`src/rtl/nexys_starship_pkg.sv`:
```
// Shared definitions for the Nexys Starship damage generator.
// Holds the one-hot sequencer state encoding, the station index constants
// and the 16-bit LFSR tap set (x^16+x^14+x^13+x^11+1, left-shifting form).
package nexys_starship_pkg;

  typedef enum logic [3:0] {
    S_IDLE  = 4'b0001,
    S_ARM   = 4'b0010,
    S_COUNT = 4'b0100,
    S_FIRE  = 4'b1000
  } state_e;

  localparam logic [1:0] ST_RIGHT = 2'd0;
  localparam logic [1:0] ST_LEFT  = 2'd1;
  localparam logic [1:0] ST_UP    = 2'd2;
  localparam logic [1:0] ST_DOWN  = 2'd3;

  // Bits 15,13,12,10 feed back into bit 0 on each left shift.
  localparam logic [15:0] LFSR_TAPS = 16'hB400;

  function automatic logic [15:0] lfsr_step(input logic [15:0] v);
    return {v[14:0], ^(v & LFSR_TAPS)};
  endfunction

endpackage

```
`src/rtl/nexys_starship_lfsr16.sv`:
```
// Free-running 16-bit Fibonacci LFSR.
// Ports:
//   Clk   - system clock
//   Reset - synchronous active-high reset, loads SEED
//   lfsr  - current LFSR state
// Shifts every cycle; only Reset reloads it.
module nexys_starship_lfsr16
  import nexys_starship_pkg::*;
#(
  parameter logic [15:0] SEED = 16'hACE1
) (
  input  logic        Clk,
  input  logic        Reset,
  output logic [15:0] lfsr
);

  logic [15:0] lfsr_q;

  always_ff @(posedge Clk) begin
    if (Reset) lfsr_q <= SEED;
    else       lfsr_q <= lfsr_step(lfsr_q);
  end

  assign lfsr = lfsr_q;

endmodule

```
`src/rtl/nexys_starship_damage_gen.sv`:
```
// Break-event generator for the Nexys Starship repair stations.
// After a randomised number of game ticks, pulses exactly one unbroken
// station for one cycle and publishes the repair combo it must latch.
// Ports:
//   Clk, Reset      - clock, synchronous active-high reset
//   play_flag       - game running; low pauses the countdown
//   gameover_ctrl   - abort to IDLE, suppresses any pending pulse
//   broken_flags    - {down, up, left, right} broken status
//   station_random  - one-hot, one-cycle break pulse (bit 0 = RR_random)
//   random_hex      - repair combo, updated with each pulse, held otherwise
//   events_fired    - saturating count of pulses since reset
module nexys_starship_damage_gen
  import nexys_starship_pkg::*;
#(
  parameter int unsigned TICK_DIV  = 1_000_000,
  parameter int unsigned MIN_GAP   = 8,
  parameter logic [3:0]  GAP_MASK  = 4'hF,
  parameter logic [15:0] LFSR_SEED = 16'hACE1
) (
  input  logic       Clk,
  input  logic       Reset,
  input  logic       play_flag,
  input  logic       gameover_ctrl,
  input  logic [3:0] broken_flags,
  output logic [3:0] station_random,
  output logic [3:0] random_hex,
  output logic [7:0] events_fired
);

  localparam int unsigned PW = $clog2(TICK_DIV);
  localparam logic [PW-1:0] PRESC_LAST = PW'(TICK_DIV - 1);

  logic [15:0]   lfsr;
  logic          lfsr_unused;
  state_e        state_q, state_d;
  logic [PW-1:0] presc_q, presc_d;
  logic [4:0]    gap_q, gap_d;
  logic [3:0]    station_q, station_d;
  logic [3:0]    hex_q, hex_d;
  logic [7:0]    events_q, events_d;
  logic          found;
  logic [1:0]    sel, idx;

  nexys_starship_lfsr16 #(.SEED(LFSR_SEED)) u_lfsr (
    .Clk   (Clk),
    .Reset (Reset),
    .lfsr  (lfsr)
  );

  assign lfsr_unused = ^lfsr[15:10];

  // Start at the random candidate lfsr[9:8], walk upward mod 4, keep the
  // first station that is not broken.
  always_comb begin
    found = 1'b0;
    sel   = lfsr[9:8];
    idx   = '0;
    for (int unsigned k = 0; k < 4; k++) begin
      idx = lfsr[9:8] + 2'(k);
      if (!found && !broken_flags[idx]) begin
        found = 1'b1;
        sel   = idx;
      end
    end
  end

  always_comb begin
    state_d   = state_q;
    presc_d   = presc_q;
    gap_d     = gap_q;
    station_d = '0;
    hex_d     = hex_q;
    events_d  = events_q;
    case (state_q)
      S_IDLE: begin
        if (play_flag && !gameover_ctrl) state_d = S_ARM;
      end
      S_ARM: begin
        gap_d   = 5'(MIN_GAP) + {1'b0, lfsr[3:0] & GAP_MASK};
        presc_d = '0;
        state_d = S_COUNT;
      end
      S_COUNT: begin
        if (play_flag) begin
          if (presc_q == PRESC_LAST) begin
            presc_d = '0;
            gap_d   = gap_q - 5'd1;
            if (gap_q == 5'd1) state_d = S_FIRE;
          end else begin
            presc_d = presc_q + 1'b1;
          end
        end
      end
      S_FIRE: begin
        if (found) begin
          station_d = 4'b0001 << sel;
          hex_d     = (lfsr[7:4] == 4'h0) ? 4'hF : lfsr[7:4];
          if (events_q != 8'hFF) events_d = events_q + 8'd1;
        end
        state_d = S_ARM;
      end
      default: state_d = S_IDLE;
    endcase
    // Abort overrides everything, including a FIRE in progress.
    if (gameover_ctrl && state_q != S_IDLE) begin
      state_d   = S_IDLE;
      station_d = '0;
      hex_d     = hex_q;
      events_d  = events_q;
    end
  end

  always_ff @(posedge Clk) begin
    if (Reset) begin
      state_q   <= S_IDLE;
      presc_q   <= '0;
      gap_q     <= '0;
      station_q <= '0;
      hex_q     <= '0;
      events_q  <= '0;
    end else begin
      state_q   <= state_d;
      presc_q   <= presc_d;
      gap_q     <= gap_d;
      station_q <= station_d;
      hex_q     <= hex_d;
      events_q  <= events_d;
    end
  end

  assign station_random = station_q;
  assign random_hex     = hex_q;
  assign events_fired   = events_q;

endmodule

```
`config.mk`:
```
export PLATFORM = sky130hd
export DESIGN_NAME = nexys_starship_damage_gen
export DESIGN_NICKNAME = d
export VERILOG_FILES = /design/src/rtl/nexys_starship_pkg.sv /design/src/rtl/nexys_starship_lfsr16.sv /design/src/rtl/nexys_starship_damage_gen.sv
export SDC_FILE = /design/constraint.sdc
export NUM_CORES = 1
export LEC_CHECK = 0
export BUFFER_PORTS_ARGS = -buffer_cell sky130_fd_sc_hd__buf_2
export CORE_MARGIN = 4
export CORE_UTILIZATION = 40
export CTS_CLUSTER_DIAMETER = 80
export DETAILED_ROUTE_END_ITERATION = 8
export GPL_TIMING_DRIVEN = 0
export PLACE_DENSITY_LB_ADDON = 0.3
export SETUP_SLACK_MARGIN = 0.4
export SLEW_MARGIN = 15
export SYNTH_ARGS = -nofsm -noshare
export SYNTH_HDL_FRONTEND = slang
export SYNTH_SLANG_ARGS = --single-unit
```
`constraint.sdc`:
```
create_clock -name Clk -period 2.3 [get_ports Clk]
set_input_delay 0.115 -clock Clk [delete_from_list [all_inputs] [get_ports Clk]]
set_output_delay 0.115 -clock Clk [all_outputs]
set_load 0.02 [all_outputs]
```
==> results by group, run 1 <==
Die
  – Die H: roughly 90 um
  – Num rows: 30
  – Die Wd: slightly above 90 um
  – Die ar.: 8540 um^2
  – Core area: roughly 6900 um^2
  – Initial cell density of the core: between 40% and 50%
  – # IOs: 24

Detailed routing
  – DRC Markers: 0
  – Via count: around 2.5k
  – Iteration-0 DRC Markers: between 150 and 200
  – Post-DR wirelength/cell: 14.9 um
  – Via density: ~5.4
  – Pre-antenna DRT Iters: 4
  – WL final: ~7 mm
  – Antenna-violating nets left: 0

Synth
  – Ys flop type: dfxtp_1
  – Syn_area_per_cell: between 8 and 9 um^2
  – Synth Net Count: roughly 340
  – Yosys reg bits: 61
  – FFs w/ async S/R, synth: 0%
  – Post-synthesis cell count: between 300 and 400
  – Post-synth cell types: 50
  – Mapped cell area: roughly 2900 um^2
  – Synth warn: 0
  – Seq/Total Area, Yosys: between 40 and 50%
  – EDFF count, synth: 0

Global routing
  – Largest net degree at the start of global routing: 13
  – All-layer global routing usage: approximately 18%
  – Grt ovf: 0
  – Vias in the first global route: approximately 2.4k
  – Global-route wire length before repair: 11.9 mm
  – Initial antenna violation count: 0

Min path
  – Hold Crit Class: primary input to flop
  – WHS Path Cells: 4
  – Hold path startpoint: broken_flags[3]
  – Hold endpoint: station_random[2]$_SDFF_PP0_

Worst setup path
  – Crit-path max FO: 4
  – Slowest library cell on the worst path: or4b_4
  – Worst endpoint data arrival time: about 2.3 ns
  – Buf+Inv Stages, Crit Path: 2
  – R2r setup slk: 0.27 ns
  – Reg2reg start: state_q[0]$_SDFFE_PP1P_
  – CP most frequent cell: buf_6
  – Worst Reg-to-Reg Cells: 7
  – Critical path, cell by cell: buf_6 > or4b_4 > buf_6 > a41oi_4 > a211oi_4 > or4b_1 > nand3_1
  – Worst setup SP type: flop
  – Worst path required time: ~2.6 ns
  – Slowest stage delay, CP: between 0.5 and 0.6 ns
  – Setup crit end kind: flop
  – Family with the most delay on the worst path: simple AND/OR/NAND/NOR gates
  – Critical path class: flop to flop
  – Capturing point of the worst reg2reg path: presc_q[14]$_SDFFE_PP0P_

Placement
  – Port Buffer Count: 23
  – Setup Slack @ Placement: about 0.042 ns
  – Placer congestion estimate: between 0.7 and 0.8
  – Post-DP HPWL: ~4.4 mm

CTS
  – Hold buffers post-CTS: 0
  – Clock tree sinks: 61
  – CTS Buf Count: 9
  – Clock-pin slew on the worst setup and hold paths: about 0.070 ns
  – H-tree levels: 3
  – Clock Tree Buf Depth: 2
  – Clock Latency Late Sink: ~0.34 ns
  – Root Driver: clkbuf_8
  – CTS tree: done

Power
  – Design Power: 2.34 mW
  – Leak: between 1 and 1.5 nW
  – Maximum vdd drop: ~0.35 mV
  – PwrDens: between 600 and 700 nW/um^2

Final layout
  – Layout Utilization: a little over half
  – Diode count: 0
  – Multi-input gate area: approximately 1700 um^2
  – Register area: between 1000 and 1500 um^2
  – Layout cells sized above 1: a little over a quarter
  – Fill cell count: around 650
  – Final #Nets: between 300 and 400
  – P&R area growth vs syn: 27.0%

Timing
  – Fin. max-slew vios: 0
  – Slew @ Worst Pin: ~0.71 ns
  – Finish-stage setup viols: 0
  – Slew headroom: a little over half
  – Post-Route Skew: 0.00689 ns
  – FMAX: ~490 MHz
  – Tmin final: slightly above 2 ns
  – Final setup TNS: 0 ns
  – Final worst setup slack: 0.271 ns
  – RSZ-0062 raised after global routing: yes
  – Fin. Hold Viols: 0
  – Period Utilization, post-route: 88.2%

Job
  – MaxCap Viol Count: 0

Outcome
  – Outcome: finished, final reports clean
==> worst max path at each step <==
stage | from | end | slack, ns | depth (start not counted)
4_1_cts | state_q[0]$_SDFFE_PP1P_ | presc_q[14]$_SDFFE_PP0P_ | 0.29 | 7
5_1_grt | state_q[0]$_SDFFE_PP1P_ | presc_q[14]$_SDFFE_PP0P_ | 0.21 | 7
2_1_floorplan | state_q[0]$_SDFFE_PP1P_ | presc_q[14]$_SDFFE_PP0P_ | 0.40 | 7
6_report | state_q[0]$_SDFFE_PP1P_ | presc_q[14]$_SDFFE_PP0P_ | 0.27 | 7
3_5_place_dp | presc_q[0]$_SDFFE_PP0P_ | state_q[2]$_SDFFE_PP0P_ | 0.04 | 6
3_3_place_gp | presc_q[0]$_SDFFE_PP0P_ | state_q[2]$_SDFFE_PP0P_ | 0.04 | 6
==> per-layer routing <==
| metal | track usage [%] | routed length [um] | vias to the layer above |
|---|---|---|---|
| met5 | 0 | 0 | - |
| met4 | 9.03 | 105 | 0 |
| met3 | 4.06 | 338 | 10 |
| met2 | 25.5 | 3230 | 60 |
| met1 | 24.1 | 3350 | 1181 |
| li1 | - | - | 1280 |
==> power breakdown <==
group	switching, mW	total, mW	internal, mW
clock	0.445	0.950	0.505
sequential	0.0250	1.12	1.09
combinational	0.155	0.275	0.120
total	0.624	2.34	1.72
==> timing repair <==
item	in CTS	in global routing
setup endpoints to repair	39	36
buffers inserted	5	1
resized for setup	20	46
pin swaps	1	3
==> logic make-up (layout without fill, tap and decap cells) <==
kind of cell	count (synthesis)	count (layout)	synth area share, %
fa+ha+maj	4	4	1.76
compound gates	53	53	13.1
xor+xnor	21	21	6.45
buf+inv	24	69	3.69
flops	61	61	42.8
simple gates	167	167	31.8
mux	1	1	0.351
==> cell usage in the layout, fill, tap and decap left out, drive strengths merged, types with 5 or more instances in the layout <==
cell type  count
a21oi         13
buf           38
clkbuf        17
dfxtp         61
inv            9
nand2         20
nand3         19
nand4          9
nor2          36
nor2b         10
nor3          29
nor3b          5
nor4           5
nor4b          5
o21ai         14
or2            7
or4            5
xnor2         13
xor2           8
==> stage by stage <==
step	std cells	hold slack, ns	area, um^2
after global placement	450	0.383	3090
after floorplan	331	0.218	2850
final	472	0.113	3620
after global routing	472	0.116	3620
after CTS	471	0.0330	3400
after detailed placement	450	0.389	3090
==> cell type report <==
cell class                      instances  share of cell area (%)
Multi-Input combinational cell        246                    48.3
Tap cell                               96                    3.32
Buffer                                 17                    3.49
Sequential cell                        61                    33.9
Inverter                                7                   0.726
Clock buffer                            9                    3.42
Clock inverter                          7                    2.04
Timing Repair Buffer                   29                    4.77
==> cell usage after synthesis, types with 2 or more instances <==
cell      instances  area (um^2)
nor4b_1           5         43.8
nor2_1           36          135
o21a_1            2         15.0
nand2_1          20         75.1
a31oi_1           4         25.0
nand4_1           9         56.3
nor3_1           29          145
nor4_1            5         31.3
nor2b_1          10         62.6
nand3_1          19         95.1
ha_1              4         50.1
dfxtp_1          61         1220
nand2b_1          3         18.8
and2_1            2         12.5
xor2_1            8         70.1
nor3b_1           5         37.5
buf_2             6         30.0
and3_1            3         18.8
and4_1            3         26.3
clkbuf_1         10         37.5
xnor2_1          13          114
or2_2             7         43.8
a32o_1            3         30.0
or4_1             5         37.5
or4b_1            2         20.0
o21ai_0          13         65.1
inv_1             7         26.3
a21oi_1          13         65.1
o211ai_1          3         22.5
==> tightest hold or removal path, cell delays in order <==
cell and delay [ns]:
buf_2 0.11, a21oi_1 0.08, nand2_1 0.07, nor2_1 0.04
==> state kept, by name, summed over array words and instances, names as in the netlist <==
register        count
station_random      4
presc_q            20
events_fired        8
random_hex          4
u_lfsr.lfsr        16
gap_q               5
state_q             4
Note: power is estimated with default switching activity, not from simulation.
==> run 2: changes to the inputs <==
--- a/config.mk
+++ b/config.mk
@@ -12,6 +12,7 @@
 export DETAILED_ROUTE_END_ITERATION = 8
 export GPL_TIMING_DRIVEN = 0
 export PLACE_DENSITY_LB_ADDON = 0.3
+export REMOVE_ABC_BUFFERS = 1
 export SETUP_SLACK_MARGIN = 0.4
 export SLEW_MARGIN = 15
 export SYNTH_ARGS = -nofsm -noshare
==> constraint.sdc (replaced) <==
create_clock -name Clk -period 2.5 [get_ports Clk]
set_input_delay 0.125 -clock Clk [delete_from_list [all_inputs] [get_ports Clk]]
set_output_delay 0.125 -clock Clk [all_outputs]
set_load 0.02 [all_outputs]
==> results by group, run 2 (synthesis results as in run 1) <==
Outcome
  – Outcome: finished, final reports clean

Timing
  – Final worst setup slack: 0.484 ns (+0.214 ns)
  – Fin. max-slew vios: 0 (unchanged)
  – Finish-stage setup viols: 0 (unchanged)
  – Period Utilization, post-route: 80.6% (-7.6 points)
  – Slew headroom: 32.3% (-20 points)
  – Hold slack: 0.0753 ns (-0.0375 ns)
  – Slew @ Worst Pin: 1.02 ns (+0.307 ns)
  – Tmin final: 2.02 ns (-0.0136 ns)
  – Fin. Hold Viols: 0 (unchanged)
  – RSZ-0062 raised after global routing: no
  – Post-Route Skew: 0.00733 ns (+0.000443 ns)
  – FMAX: 496 MHz (+0.67%)

Placement
  – Port Buffer Count: 23 (unchanged)
  – Placer congestion estimate: 0.773 (-2.4%)
  – Setup Slack @ Placement: -0.158 ns (-0.200 ns)
  – Post-DP HPWL: 3.89 mm (-12%)

Die
  – # IOs: 24 (unchanged)
  – Num rows: 30 (unchanged)
  – Die ar.: 8540 um^2 (unchanged)
  – Core area: 6870 um^2 (unchanged)
  – Die Wd: 92.4 um (unchanged)
  – Initial cell density of the core: 41.5% (unchanged)
  – Die H: 92.4 um (unchanged)

Worst setup path
  – Worst endpoint data arrival time: 2.29 ns (-0.03 ns)
  – Critical path class: flop to flop
  – Slowest library cell on the worst path: or4b_4
  – Family with the most delay on the worst path: simple AND/OR/NAND/NOR gates
  – Worst setup SP type: flop
  – Buf+Inv Stages, Crit Path: 0 (-2)
  – Worst path required time: 2.77 ns (+0.18 ns)
  – Critical path, cell by cell: or4b_4 > a41oi_4 > a211oi_2 > or4b_1 > nand3_1
  – Setup crit end kind: flop
  – Crit-path max FO: 9 (+5)
  – Slowest stage delay, CP: 0.57 ns (+0.03 ns)

Power
  – PwrDens: 611 nW/um^2 (-5.5%)
  – Internal power: 1.55 mW (-9.8%)
  – Leak: 1.17 nW (-6.0%)
  – Maximum vdd drop: 0.457 mV (+32%)
  – Switching power: 0.551 mW (-12%)
  – Switching part of the total: 26.2% (-0.44 points)
  – Comb power frac: 8.5% (-3.3 points)
  – Power share of the clock group: 41.3% (+0.7 points)
  – Reg power frac: 50.1% (+2.4 points)

Final layout
  – Final #Nets: 370 (-3.4%)
  – P&R area growth vs syn: 20.5%
  – Max reg flops: 20 (unchanged)
  – Largest Register: presc_q
  – Commonest cells after routing, fill and taps aside: dfxtp_1 (57), nor2_1 (36), nor3_1 (29)
  – Layout Utilization: 50.0% (-2.7 points)
  – Diode count: 0 (unchanged)
  – Commonest non-fill, non-tap cell in the layout: dfxtp_1
  – Layout cells sized above 1: 20.9% (-5.1 points)

Global routing
  – All-layer global routing usage: 15.0% (-2.6 points)
  – Vias in the first global route: 2323 (-4.7%)
  – Initial antenna violation count: 0 (unchanged)
  – Global-route wire length before repair: 10.5 mm (-12%)
  – Largest net degree at the start of global routing: 59 (+46)
  – Grt ovf: 0 (unchanged)

CTS
  – Clock Tree Buf Depth: 2 (unchanged)
  – CTS tree: done
  – Clock-pin slew on the worst setup and hold paths: 0.07 ns (about the same)
  – Clock tree sinks: 61 (unchanged)
  – CTS Buf Count: 9 (unchanged)
  – Clock Latency Late Sink: 0.33 ns (about the same)
  – Root Driver: clkbuf_8
  – H-tree levels: 3 (unchanged)

Detailed routing
  – Pre-antenna DRT Iters: 4 (unchanged)
  – Antenna-violating nets left: 0 (unchanged)
  – Iteration-0 DRC Markers: 168 (+5.0%)
  – WL final: 6.20 mm (-12%)
  – Via count: 2482 (-1.9%)
  – Via density: 5.41 (+0.84%)
  – Post-DR wirelength/cell: 13.5 um (-9.2%)
  – DRC Markers: 0 (unchanged)

Min path
  – Hold Crit Class: primary input to flop

Job
  – MaxCap Viol Count: 0 (unchanged)
run 2: cell count changes in the layout (fill, tap and decap cells not counted), sizes merged:
| cell | previous run | this run |
|---|---|---|
| clkinvlp | 1 | 3 |
| buf | 38 | 31 |
| clkbuf | 17 | 9 |
| inv | 9 | 8 |
| clkinv | 3 | 2 |
| a211oi | 2 | 4 |
run 2: area by class of cell:
type / count / area, um^2
inverter: 7 / 26.3
timing repair buffer: 31 / 175
sequential: 61 / 1230
clock buffer: 9 / 124
multi-input combinational: 248 / 1690
clock inverter: 7 / 75.1
tap: 96 / 120
fill: 644 / 3430
run 2: power groups by stage:
stage	combinational, mW	sequential (mW)	clock (mW)
6_report	0.179	1.05	0.867
5_1_grt	0.204	1.06	0.943
4_1_cts	0.175	1.04	0.892
3_5_place_dp	0.168	1.07	0
3_3_place_gp	0.163	1.06	0
2_1_floorplan	0.119	1.06	0
run 2: worst paths after layout:
kind	from	slack, ns	endpoint	depth (start not counted)
hold / removal	gameover_ctrl	0.08	state_q[0]$_SDFFE_PP1P_	3
setup reg to reg	state_q[0]$_SDFFE_PP1P_	0.48	presc_q[14]$_SDFFE_PP0P_	5
setup / recovery	state_q[0]$_SDFFE_PP1P_	0.48	presc_q[14]$_SDFFE_PP0P_	5
hold reg to reg	u_lfsr.lfsr[14]$_SDFF_PP0_	0.41	u_lfsr.lfsr[15]$_SDFF_PP1_	1
run 2: repair_timing:
item,in CTS,in global routing
cloned,2,0
setup buffers,2,5
hold buffers,0,0
endpoints found under the setup margin,29,31
pin swaps,3,4
resized for setup,12,12
run 2: worst min-delay path: cells and delay by family:
family,cells,cell delay [ns]
buf+inv,1,0.13
simple gates,2,0.12
run 2: layer usage:
layer / part of all wire (%) / GRT usage [%] / vias to the layer above / wire [um]
met5: 0 / 0 / - / 0
met4: 1.6 / 7.05 / 0 / 98
met3: 3.4 / 3.25 / 9 / 208
met2: 47 / 24.2 / 44 / 2900
met1: 48 / 19.1 / 1172 / 2990
li1: - / - / 1257 / -
run 2: per-stage QoR:
step	std cells	power [mW]	setup TNS [ns]	cell area (um^2)
after floorplan	314	1.18	-0.0836	2770
after global placement	433	1.23	-15.22	3010
after detailed placement	434	1.23	-0.464	3030
after CTS	454	2.11	0	3330
after global routing	459	2.20	0	3430
final	459	2.10	0	3430
